===== src/rtl/sdram_arb_pkg.sv =====
// sdram_arb_pkg: shared types and round-robin helper for the SDRAM port arbiter.
package sdram_arb_pkg;
    localparam int MAX_PORTS = 8;
    localparam int ID_W      = 3;
    localparam int CNT_W     = 8;

    typedef struct packed {
        logic [ID_W-1:0]  port;
        logic [CNT_W-1:0] remaining;
    } tag_t;

    typedef enum logic {IDLE, WBURST} state_t;

    // First set bit of elig at or after ptr, scanning upward and wrapping at n.
    function automatic logic [ID_W-1:0] rr_pick(input logic [MAX_PORTS-1:0] elig,
                                                 input logic [ID_W-1:0] ptr, input int n);
        int idx;
        rr_pick = ptr;
        for (int k = MAX_PORTS - 1; k >= 0; k--) begin
            idx = (int'(ptr) + k) % n;
            if (k < n && elig[idx[ID_W-1:0]]) rr_pick = idx[ID_W-1:0];
        end
    endfunction
endpackage


===== src/rtl/sdram_arb_tag_fifo.sv =====
// sdram_arb_tag_fifo: in-order read tag FIFO whose head entry can count down beats.
module sdram_arb_tag_fifo
    import sdram_arb_pkg::*;
#(
    parameter int DEPTH = 16
) (
    input  logic clk,
    input  logic reset_n,
    input  logic push,
    input  logic pop,
    input  logic dec,
    input  tag_t din,
    output tag_t head,
    output logic full,
    output logic empty
);
    localparam int AW = $clog2(DEPTH);

    tag_t       mem [DEPTH];
    logic [AW:0] wr_ptr, rd_ptr;

    assign empty = wr_ptr == rd_ptr;
    assign full  = (wr_ptr[AW] != rd_ptr[AW]) && (wr_ptr[AW-1:0] == rd_ptr[AW-1:0]);
    assign head  = mem[rd_ptr[AW-1:0]];

    always_ff @(posedge clk or negedge reset_n) begin
        if (!reset_n) begin
            wr_ptr <= '0;
            rd_ptr <= '0;
        end else begin
            if (push && !full) wr_ptr <= wr_ptr + 1'b1;
            if (pop && !empty) rd_ptr <= rd_ptr + 1'b1;
        end
    end

    // Push never targets the head slot while it is live, so both writes can share a cycle.
    always_ff @(posedge clk) begin
        if (push && !full) mem[wr_ptr[AW-1:0]] <= din;
        if (dec && !empty) mem[rd_ptr[AW-1:0]].remaining <= mem[rd_ptr[AW-1:0]].remaining - 1'b1;
    end
endmodule


===== src/rtl/sdram_port_arbiter.sv =====
// sdram_port_arbiter: burst-aware round-robin sharing of one SDRAM Avalon-MM port
// among NUM_PORTS masters, with read responses steered back by an in-order tag FIFO.
module sdram_port_arbiter
    import sdram_arb_pkg::*;
#(
    parameter int NUM_PORTS   = 4,
    parameter int ADDR_W      = 32,
    parameter int DATA_W      = 64,
    parameter int BURST_W     = 5,
    parameter int MAX_PENDING = 16
) (
    input  logic                            clk,
    input  logic                            reset_n,
    input  logic [NUM_PORTS*ADDR_W-1:0]     m_address,
    input  logic [NUM_PORTS-1:0]            m_read,
    input  logic [NUM_PORTS-1:0]            m_write,
    input  logic [NUM_PORTS*DATA_W-1:0]     m_writedata,
    input  logic [NUM_PORTS*DATA_W/8-1:0]   m_byteenable,
    input  logic [NUM_PORTS*BURST_W-1:0]    m_burstcount,
    output logic [NUM_PORTS-1:0]            m_waitrequest,
    output logic [DATA_W-1:0]               m_readdata,
    output logic [NUM_PORTS-1:0]            m_readdatavalid,
    output logic [ADDR_W-1:0]               s_address,
    output logic                            s_read,
    output logic                            s_write,
    output logic [DATA_W-1:0]               s_writedata,
    output logic [DATA_W/8-1:0]             s_byteenable,
    output logic [BURST_W-1:0]              s_burstcount,
    input  logic                            s_waitrequest,
    input  logic [DATA_W-1:0]               s_readdata,
    input  logic                            s_readdatavalid
);
    localparam int BE_W = DATA_W / 8;

    state_t               state;
    logic [ID_W-1:0]      rr_ptr, lock_port, win;
    logic [BURST_W-1:0]   beats_left;
    logic                 err_q;
    logic [NUM_PORTS-1:0] elig;
    logic                 granted, sel_read, sel_write, accept;
    logic                 full, empty, push, pop, dec, head_last;
    tag_t                 head;

    always_comb begin
        for (int i = 0; i < NUM_PORTS; i++) elig[i] = m_write[i] | (m_read[i] & ~full);
    end

    assign win     = (state == WBURST) ? lock_port : rr_pick(MAX_PORTS'(elig), rr_ptr, NUM_PORTS);
    assign granted = reset_n & ((state == WBURST) | (|elig));

    always_comb begin
        sel_read      = 1'b0;
        sel_write     = 1'b0;
        s_address     = '0;
        s_writedata   = '0;
        s_byteenable  = '0;
        s_burstcount  = '0;
        m_waitrequest = '1;
        for (int i = 0; i < NUM_PORTS; i++) begin
            if (granted && win == ID_W'(i)) begin
                sel_read         = m_read[i];
                sel_write        = m_write[i];
                s_address        = m_address[i*ADDR_W +: ADDR_W];
                s_writedata      = m_writedata[i*DATA_W +: DATA_W];
                s_byteenable     = m_byteenable[i*BE_W +: BE_W];
                s_burstcount     = m_burstcount[i*BURST_W +: BURST_W];
                m_waitrequest[i] = s_waitrequest;
            end
        end
    end

    // Mid-burst reads from the locked master are held off until the burst completes.
    assign s_write = sel_write;
    assign s_read  = sel_read & ~sel_write & ~full & (state == IDLE);
    assign accept  = (s_read | s_write) & ~s_waitrequest;

    assign head_last = head.remaining == CNT_W'(1);
    assign push      = accept & s_read;
    assign pop       = s_readdatavalid & ~empty & head_last;
    assign dec       = s_readdatavalid & ~empty & ~head_last;
    assign m_readdata = s_readdata;

    always_comb begin
        for (int i = 0; i < NUM_PORTS; i++)
            m_readdatavalid[i] = s_readdatavalid & ~empty & (head.port == ID_W'(i));
    end

    sdram_arb_tag_fifo #(.DEPTH(MAX_PENDING)) u_fifo (
        .clk    (clk),
        .reset_n(reset_n),
        .push   (push),
        .pop    (pop),
        .dec    (dec),
        .din    ('{port: win, remaining: CNT_W'(s_burstcount)}),
        .head   (head),
        .full   (full),
        .empty  (empty)
    );

    always_ff @(posedge clk or negedge reset_n) begin
        if (!reset_n) begin
            state      <= IDLE;
            rr_ptr     <= '0;
            lock_port  <= '0;
            beats_left <= '0;
            err_q      <= 1'b0;
        end else begin
            if (s_readdatavalid && empty) err_q <= 1'b1;
            if (accept) begin
                rr_ptr <= (win == ID_W'(NUM_PORTS - 1)) ? '0 : win + 1'b1;
                if (state == IDLE && s_write && s_burstcount > BURST_W'(1)) begin
                    state      <= WBURST;
                    lock_port  <= win;
                    beats_left <= s_burstcount - 1'b1;
                end else if (state == WBURST) begin
                    beats_left <= beats_left - 1'b1;
                    if (beats_left == BURST_W'(1)) state <= IDLE;
                end
            end
        end
    end
endmodule


===== config.mk =====
export PLATFORM = sky130hd
export DESIGN_NAME = sdram_port_arbiter
export DESIGN_NICKNAME = d
export VERILOG_FILES = /design/src/rtl/sdram_arb_pkg.sv /design/src/rtl/sdram_arb_tag_fifo.sv /design/src/rtl/sdram_port_arbiter.sv
export SDC_FILE = /design/constraint.sdc
export NUM_CORES = 1
export LEC_CHECK = 0
export CAP_MARGIN = 25
export CORE_AREA = 2 2 270 272
export CTS_CLUSTER_DIAMETER = 100
export DETAILED_ROUTE_END_ITERATION = 16
export DIE_AREA = 0 0 272 274
export HOLD_SLACK_MARGIN = 0.12
export PLACE_DENSITY = 0.51
export SYNTH_ARGS = -nofsm -noshare
export SYNTH_HDL_FRONTEND = slang
export SYNTH_SLANG_ARGS = --single-unit

===== constraint.sdc =====
create_clock -name clk -period 18.45 [get_ports clk]
set_input_delay 2.7675 -clock clk [delete_from_list [all_inputs] [get_ports clk]]
set_output_delay 2.7675 -clock clk [all_outputs]
set_load 0.005 [all_outputs]

==> results of run 1 <==
[power by group]
part	switching, mW	total [mW]	internal (mW)
logic	1.76	2.77	1.01
registers	0.0401	0.598	0.558
clock network	0.176	0.377	0.201
[state kept, by name (all words and copies together) (netlist names)]
signal         count
u_fifo.mem       176
beats_left         5
u_fifo.rd_ptr      5
u_fifo.wr_ptr      5
lock_port          3
rr_ptr             3
state              1
[worst reg2reg max path: stages, from the launching register on]
cell       delay [ns]
dfrtp_2          0.75
xor2_1           0.18
nor4_2           0.32
buf_4            0.27
o2bb2ai_2        0.20
nor2_1           0.11
o31a_1           0.35
o41ai_4          0.91
inv_1            0.16
ha_1             0.49
a21oi_1          0.34
o211a_1          0.21
a221oi_2         0.06
nand2_1          0.28
inv_1            0.13
ha_1             0.26
o21bai_1         0.18
a21oi_2          0.46
nand3_1          0.46
mux2_2           0.41
[per-layer routing]
metal  global-route usage  vias up  routed length [um]  part of all wire
met1               0.3905     7732               48380              0.42
met2               0.4190      967               46610              0.41
met3               0.1892      144               17950              0.16
met5                    0        -                 129            0.0011
met4              0.04540       12                1680             0.015
li1                     -     6457                   -                 -
[metrics by stage]
| step | total power [mW] | instances | cell area, um2 | hold WS (ns) |
|---|---|---|---|---|
| after floorplan | 1.702 | 1478 | 13950 | 0.4534 |
| after global placement | 3.260 | 2861 | 20220 | 0.4789 |
| after detailed placement | 3.335 | 2882 | 20380 | 0.4744 |
| after CTS | 3.709 | 2914 | 20960 | 0.4916 |
| after global routing | 3.907 | 2925 | 21050 | 0.5147 |
| final | 3.748 | 2931 | 21060 | 0.4863 |
[worst min path at each step]
stage | depth (start not counted) | slack [ns] | endpoint
after floorplan | 1 | 0.45 | rr_ptr[2]$_DFFE_PN0P_
final | 1 | 0.49 | rr_ptr[2]$_DFFE_PN0P_
after global placement | 1 | 0.48 | rr_ptr[2]$_DFFE_PN0P_
after detailed placement | 1 | 0.47 | rr_ptr[2]$_DFFE_PN0P_
after CTS | 1 | 0.49 | rr_ptr[2]$_DFFE_PN0P_
after global routing | 1 | 0.51 | rr_ptr[2]$_DFFE_PN0P_
[cell type report]
cell class	count	area, um2
well taps	959	1200
diodes	10	25.02
flip-flops and latches	198	5837
clock inverters	14	147.6
inverters	24	90.09
multi-input cells	1048	6937
repair buffers	660	6397
fillers	7534	50910
clock buffers	18	429.2
[placed cells by master (no fill, tap or decap), types with 10 or more instances in the layout]
cell	instances
a22oi_1	19
buf_4	87
a21o_1	12
and2_1	15
dfrtp_1	21
clkbuf_16	17
a221oi_1	104
nand3_1	109
a21oi_1	16
edfxtp_1	176
o21ai_0	262
mux4_2	47
inv_1	24
ha_1	18
diode_2	10
nor2b_1	10
o21ai_1	34
nand2_1	168
clkdlybuf4s50_1	566
nor2_1	88
xor2_1	11
nand2b_1	14
[cells by family after synthesis]
family | synth area share
adders and majority gates | 0.01614
AOI/OAI and AO/OA | 0.2257
DFF | 0.4183
xor gates and xnor gates | 0.01381
and+or+nand+nor | 0.1547
buffers and inverters | 0.09085
muxes | 0.08045
==> run_results.csv, run 1 <==
group,metric,value,unit
placed_design,gp_congestion,1.218,
synthesis,ys_seq_area_frac,0.4183,
placed_design,dpl.hpwl,96270,um
critical_path,start_kind,"input port",
power,power_density,178.0,mW/mm2
floorplanning,rows,99,
drt,drc,0,
synthesis,synth-main-ff-cell,"edfxtp_1",
floorplanning,initial_core_util,0.1938,
synthesis,yosys.cell_types.count,71,
synthesis,synth_top_cell_by_area,"edfxtp_1",
finish,layout.nets,2479,
finish,syn_to_final_growth,50.98,%
synthesis,synth-edff-count,176,
critical_path,reg2reg_to,"lock_port[0]$_DFFE_PN0P_",
drt,post_drt_wl_per_cell,39.15,um
global_route,grt_pass1_wl,146300,um
finish,drive_gt1_frac,0.1075,
drt,wl,114800,um
drt,drtIter0Drc,1638,
clocking,post_cts_resized,0,
clocking,cts-hold-fix-buffers,0,
timing,finalSetupViolCount,0,
timing,worstMarginPinSlew,1.157,ns
critical_path,slowest_stage,"o21ai_0",
critical_path,critPathArrivalTime,8.87,ns
finish,final_core_util,0.2927,
placed_design,post-place-ws,6.357,ns
floorplanning,core,0.07197,mm2
clocking,htree_levels,4,
critical_path,path_depth,13,
critical_path,r2r_setup_slack,11.80,ns
power,leakage,7.345,nW
critical_path,worstSetupEndpoint,"s_writedata[21]",
critical_path,critPathBufInv,4,
synthesis,yosysMostFrequentCell,"o21ai_0",
global_route,grt_use_total,0.2989,
timing,finalHoldViolations,0,
floorplanning,die_h,274,um
floorplanning,io_pins,695,
clocking,clk_pin_slew,0.07,ns
hold_path,hold_start,"rr_ptr[2]$_DFFE_PN0P_",
timing,slew_headroom,0.2202,
drt,vias,15310,
timing,timing.final.ws_setup,6.811,ns
critical_path,worstPathMaxFanout,58,
hold_path,hold_class,"flop to flop",
synthesis,avgSynthCellArea,9.439,um2
timing,fmax,85.92,MHz
outcome,status,"complete, no violations",
timing,finalSetupTns,0,ns
timing,finalMaxSlewViolations,0,
synthesis,synth_area_leaders,"edfxtp_1 38%, o21ai_0 9.8%, mux4_2 7.6%",
global_route,grt_pass1_vias,14750,
clocking,cts_tree,"built",
critical_path,crit_path_cell_trace,"clkdlybuf4s50_1 > nor2_1 > a21oi_1 > nor2_1 > o31a_1 > o41ai_4 > ha_1 > and2_4 > buf_4 > buf_16 > a221oi_1 > o21ai_0 > clkdlybuf4s50_1",
critical_path,critPathTopFamily,"compound AO/OA/AOI/OAI gates",
synthesis,synth_top_area_frac,0.3788,
synthesis,synth_commonest_cells,"273 x o21ai_0, 176 x edfxtp_1, 170 x nand2_1",
clocking,cts_sinks,198,
critical_path,slowest_delay,0.96,ns
synthesis,synth_area,0.01395,mm2
floorplanning,die_w,272,um
flow_run,max-cap-violations,0,
placed_design,port-buffer-count,566,
critical_path,critical_path_required,15.68,ns
synthesis,netlist_instances,1478,
global_route,overflow,0,
clocking,clkLatencyLatePin,0.45,ns
critical_path,reg2reg_from,"u_fifo.rd_ptr[0]$_DFFE_PN0P_",
synthesis,ys_ff_latch,198,
synthesis,yosysWarnings,0,
synthesis,syn_nets,2008,
global_route,grt_max_degree,76,
drt,drt_pre_antenna_iters,5,
timing,period_share,0.6308,
timing,layout_min_cycle_time,11.64,ns
clocking,numCtsBuffers,17,
clocking,post-cts-setup-buffer-count,0,
critical_path,end_kind,"output port",
drt,viasPerCell,5.224,
clocking,cts_max_path_buffers,2,
timing,fin_skew,0.01387,ns
power,peakVddDrop,0.1467,mV
floorplanning,dieArea,0.07453,mm2
timing,rsz0062_at_grt,"no",
critical_path,path_class,"input port to output port",
drt,ant_nets,0,
critical_path,cp-startpoint,"m_write[3]",
clocking,cts-root-buf,"clkbuf_16",
critical_path,ff2ff_path_depth,19,
global_route,grt_antenna_before_repair,37,
synthesis,synthArstFlopShare,0.1111,
No activity file was read; power rests on OpenSTA's default activity.
==> inputs of run 2 (changes only) <==
--- a/config.mk
+++ b/config.mk
@@ -6,10 +6,10 @@
 export NUM_CORES = 1
 export LEC_CHECK = 0
 export CAP_MARGIN = 25
-export CORE_AREA = 2 2 270 272
+export CORE_AREA = 2 2 271 273
 export CTS_CLUSTER_DIAMETER = 100
 export DETAILED_ROUTE_END_ITERATION = 16
-export DIE_AREA = 0 0 272 274
+export DIE_AREA = 0 0 273 275
 export HOLD_SLACK_MARGIN = 0.12
 export PLACE_DENSITY = 0.51
 export SYNTH_ARGS = -nofsm -noshare
==> constraint.sdc (replaced) <==
create_clock -name clk -period 12.1 [get_ports clk]
set_input_delay 1.815 -clock clk [delete_from_list [all_inputs] [get_ports clk]]
set_output_delay 1.815 -clock clk [all_outputs]
set_load 0.005 [all_outputs]
==> run 2 against run 1 <==
Compared with the run above:
- sequential share of layout area up 0.24 points
- register-to-register slack lost 5.7 ns
- highest routed layer unchanged
- clock-buffer cell count up 1
==> run_results.csv, run 2 (synthesis gave the netlist of run 1 again) <==
group,metric,value,unit
critical_path,crit_path_cell_trace,"clkdlybuf4s50_1 > nor2_1 > a21oi_1 > nor2_1 > o31a_1 > o41ai_4 > ha_1 > and2_4 > buf_4 > a221oi_1 > o21ai_1 > clkdlybuf4s50_1",
timing,slew_headroom,0.1821,
timing,worstMarginPinSlew,1.214,ns
clocking,htree_levels,4,
drt,drc,0,
clocking,clkLatencyLatePin,0.44,ns
critical_path,path_class,"input port to output port",
floorplanning,rows,99,
power,leakage,7.202,nW
drt,ant_nets,0,
finish,largest_register_ffs,176,
global_route,grt_antenna_before_repair,38,
clocking,cts-hold-fix-buffers,0,
clocking,cts_max_path_buffers,2,
floorplanning,dieArea,0.07508,mm2
drt,drt_pre_antenna_iters,8,
clocking,cts_tree,"built",
floorplanning,die_h,275,um
drt,wl,107900,um
timing,rsz0062_at_grt,"no",
finish,final_cell_mix,"566 x clkdlybuf4s50_1, 270 x o21ai_0, 176 x edfxtp_1, 168 x nand2_1, 109 x nand3_1",
critical_path,critPathArrivalTime,7.71,ns
finish,num-fill-cells,7622,
clocking,cts-root-buf,"clkbuf_16",
drt,post_drt_wl_per_cell,37.17,um
drt,wl_met3,16590,um
floorplanning,core,0.07234,mm2
timing,timing.final.ws_setup,2.576,ns
critical_path,start_kind,"input port",
drt,viasPerCell,5.082,
flow_run,max-cap-violations,0,
finish,layout.nets,2450,
placed_design,port-buffer-count,566,
hold_path,hold_class,"flop to flop",
floorplanning,initial_core_util,0.1929,
power,peakVddDrop,0.1852,mV
clocking,numCtsBuffers,17,
global_route,overflow,0,
timing,finalSetupViolCount,0,
clocking,clk_pin_slew,0.08,ns
critical_path,slowest_stage,"o41ai_4",
timing,fmax,105.0,MHz
placed_design,post-place-ws,2.510,ns
clocking,cts_sinks,198,
drt,met1Wirelength,44330,um
outcome,status,"complete, no violations",
critical_path,slowest_delay,0.94,ns
timing,finalMaxSlewViolations,0,
drt,dr.max_layer_used,"met5",
finish,syn_to_final_growth,49.66,%
global_route,grt_pass1_vias,14340,
clocking,post_cts_resized,0,
timing,layout_min_cycle_time,9.524,ns
timing,fin_skew,0.01709,ns
power,power_density,260.7,mW/mm2
finish,drive_gt1_frac,0.09260,
global_route,grt_max_degree,72,
placed_design,dp_cells,2855,
critical_path,worstPathMaxFanout,71,
placed_design,dpl.hpwl,91870,um
critical_path,end_kind,"output port",
floorplanning,die_w,273,um
timing,period_share,0.7871,
drt,drtIter0Drc,1710,
power,power,5.443,mW
finish,fin_cells,2904,
clocking,post-cts-setup-buffer-count,0,
floorplanning,io_pins,695,
global_route,grt_pass1_wl,138300,um
timing,finalSetupTns,0,ns
critical_path,critPathBufInv,3,
drt,vias,14760,
drt,wl_met2,45070,um
timing,whs,0.5093,ns
global_route,grt_use_total,0.2791,
critical_path,critical_path_required,10.28,ns
timing,finalHoldViolations,0,
critical_path,critPathTopFamily,"compound AO/OA/AOI/OAI gates",
placed_design,gp_congestion,1.151,
finish,mostFrequentLayoutCell,"clkdlybuf4s50_1",
## run 2: changes by cell type in the layout (fill, tap and decap cells not counted), sizes merged
| cell | previous run | this run |
|---|---|---|
| buf | 92 | 63 |
| clkinv | 7 | 5 |
| clkbuf | 20 | 21 |
| diode | 10 | 12 |
| inv | 28 | 29 |
## run 2: report_power, final
part | internal (mW) | total (mW) | switching (mW)
combinational | 1.47 | 3.94 | 2.47
sequential | 0.851 | 0.909 | 0.0575
clock | 0.312 | 0.589 | 0.277
## run 2: worst paths after layout
check / startpoint / endpoint / slack (ns) / depth (start not counted)
setup / recovery: m_write[3] / s_address[20] / 2.58 / 12
hold / removal: rr_ptr[2]$_DFFE_PN0P_ / rr_ptr[2]$_DFFE_PN0P_ / 0.51 / 1
setup reg to reg: u_fifo.rd_ptr[4]$_DFFE_PN0P_ / lock_port[0]$_DFFE_PN0P_ / 6.06 / 18
hold reg to reg: rr_ptr[2]$_DFFE_PN0P_ / rr_ptr[2]$_DFFE_PN0P_ / 0.51 / 1
max in group asynchronous: reset_n / u_fifo.rd_ptr[0]$_DFFE_PN0P_ / 10.03 / 2
min in group asynchronous: reset_n / u_fifo.rd_ptr[1]$_DFFE_PN0P_ / 1.78 / 2
## run 2: worst register-to-register path, delay by kind of cell (launching register included)
kind                     cells  cell delay, ns
AND/OR/NAND/NOR              4            0.77
XOR/XNOR                     1            0.65
multiplexers                 1            0.40
flip-flops                   1            0.43
buffers and inverters        2            0.29
adder cells (fa/ha/maj)      2            0.70
AO/OA/AOI/OAI                8            2.72
## run 2: per-stage QoR
step                area (um2)    util
floorplan                13950       -
global placement         20150  0.2785
detailed placement       20200  0.2792
CTS                      20790  0.2875
global route             20860  0.2884
finish                   20880  0.2886
## run 2: layout make-up
class	instances	area (um2)	area share
Multi-Input combinational cell	1048	6918	0.3313
Timing Repair Buffer	631	6207	0.2973
Sequential cell	198	5837	0.2796
Tap cell	959	1200	0.05747
Clock buffer	19	432.9	0.02073
Clock inverter	13	163.9	0.007850
Inverter	24	90.09	0.004315
Antenna cell	12	30.03	0.001438
## run 2: layer usage
metal / GRT usage / vias up
li1: - / 6398
met1: 0.3535 / 7324
met2: 0.4013 / 923
met3: 0.1732 / 100
met4: 0.05234 / 14
met5: 0.01942 / -
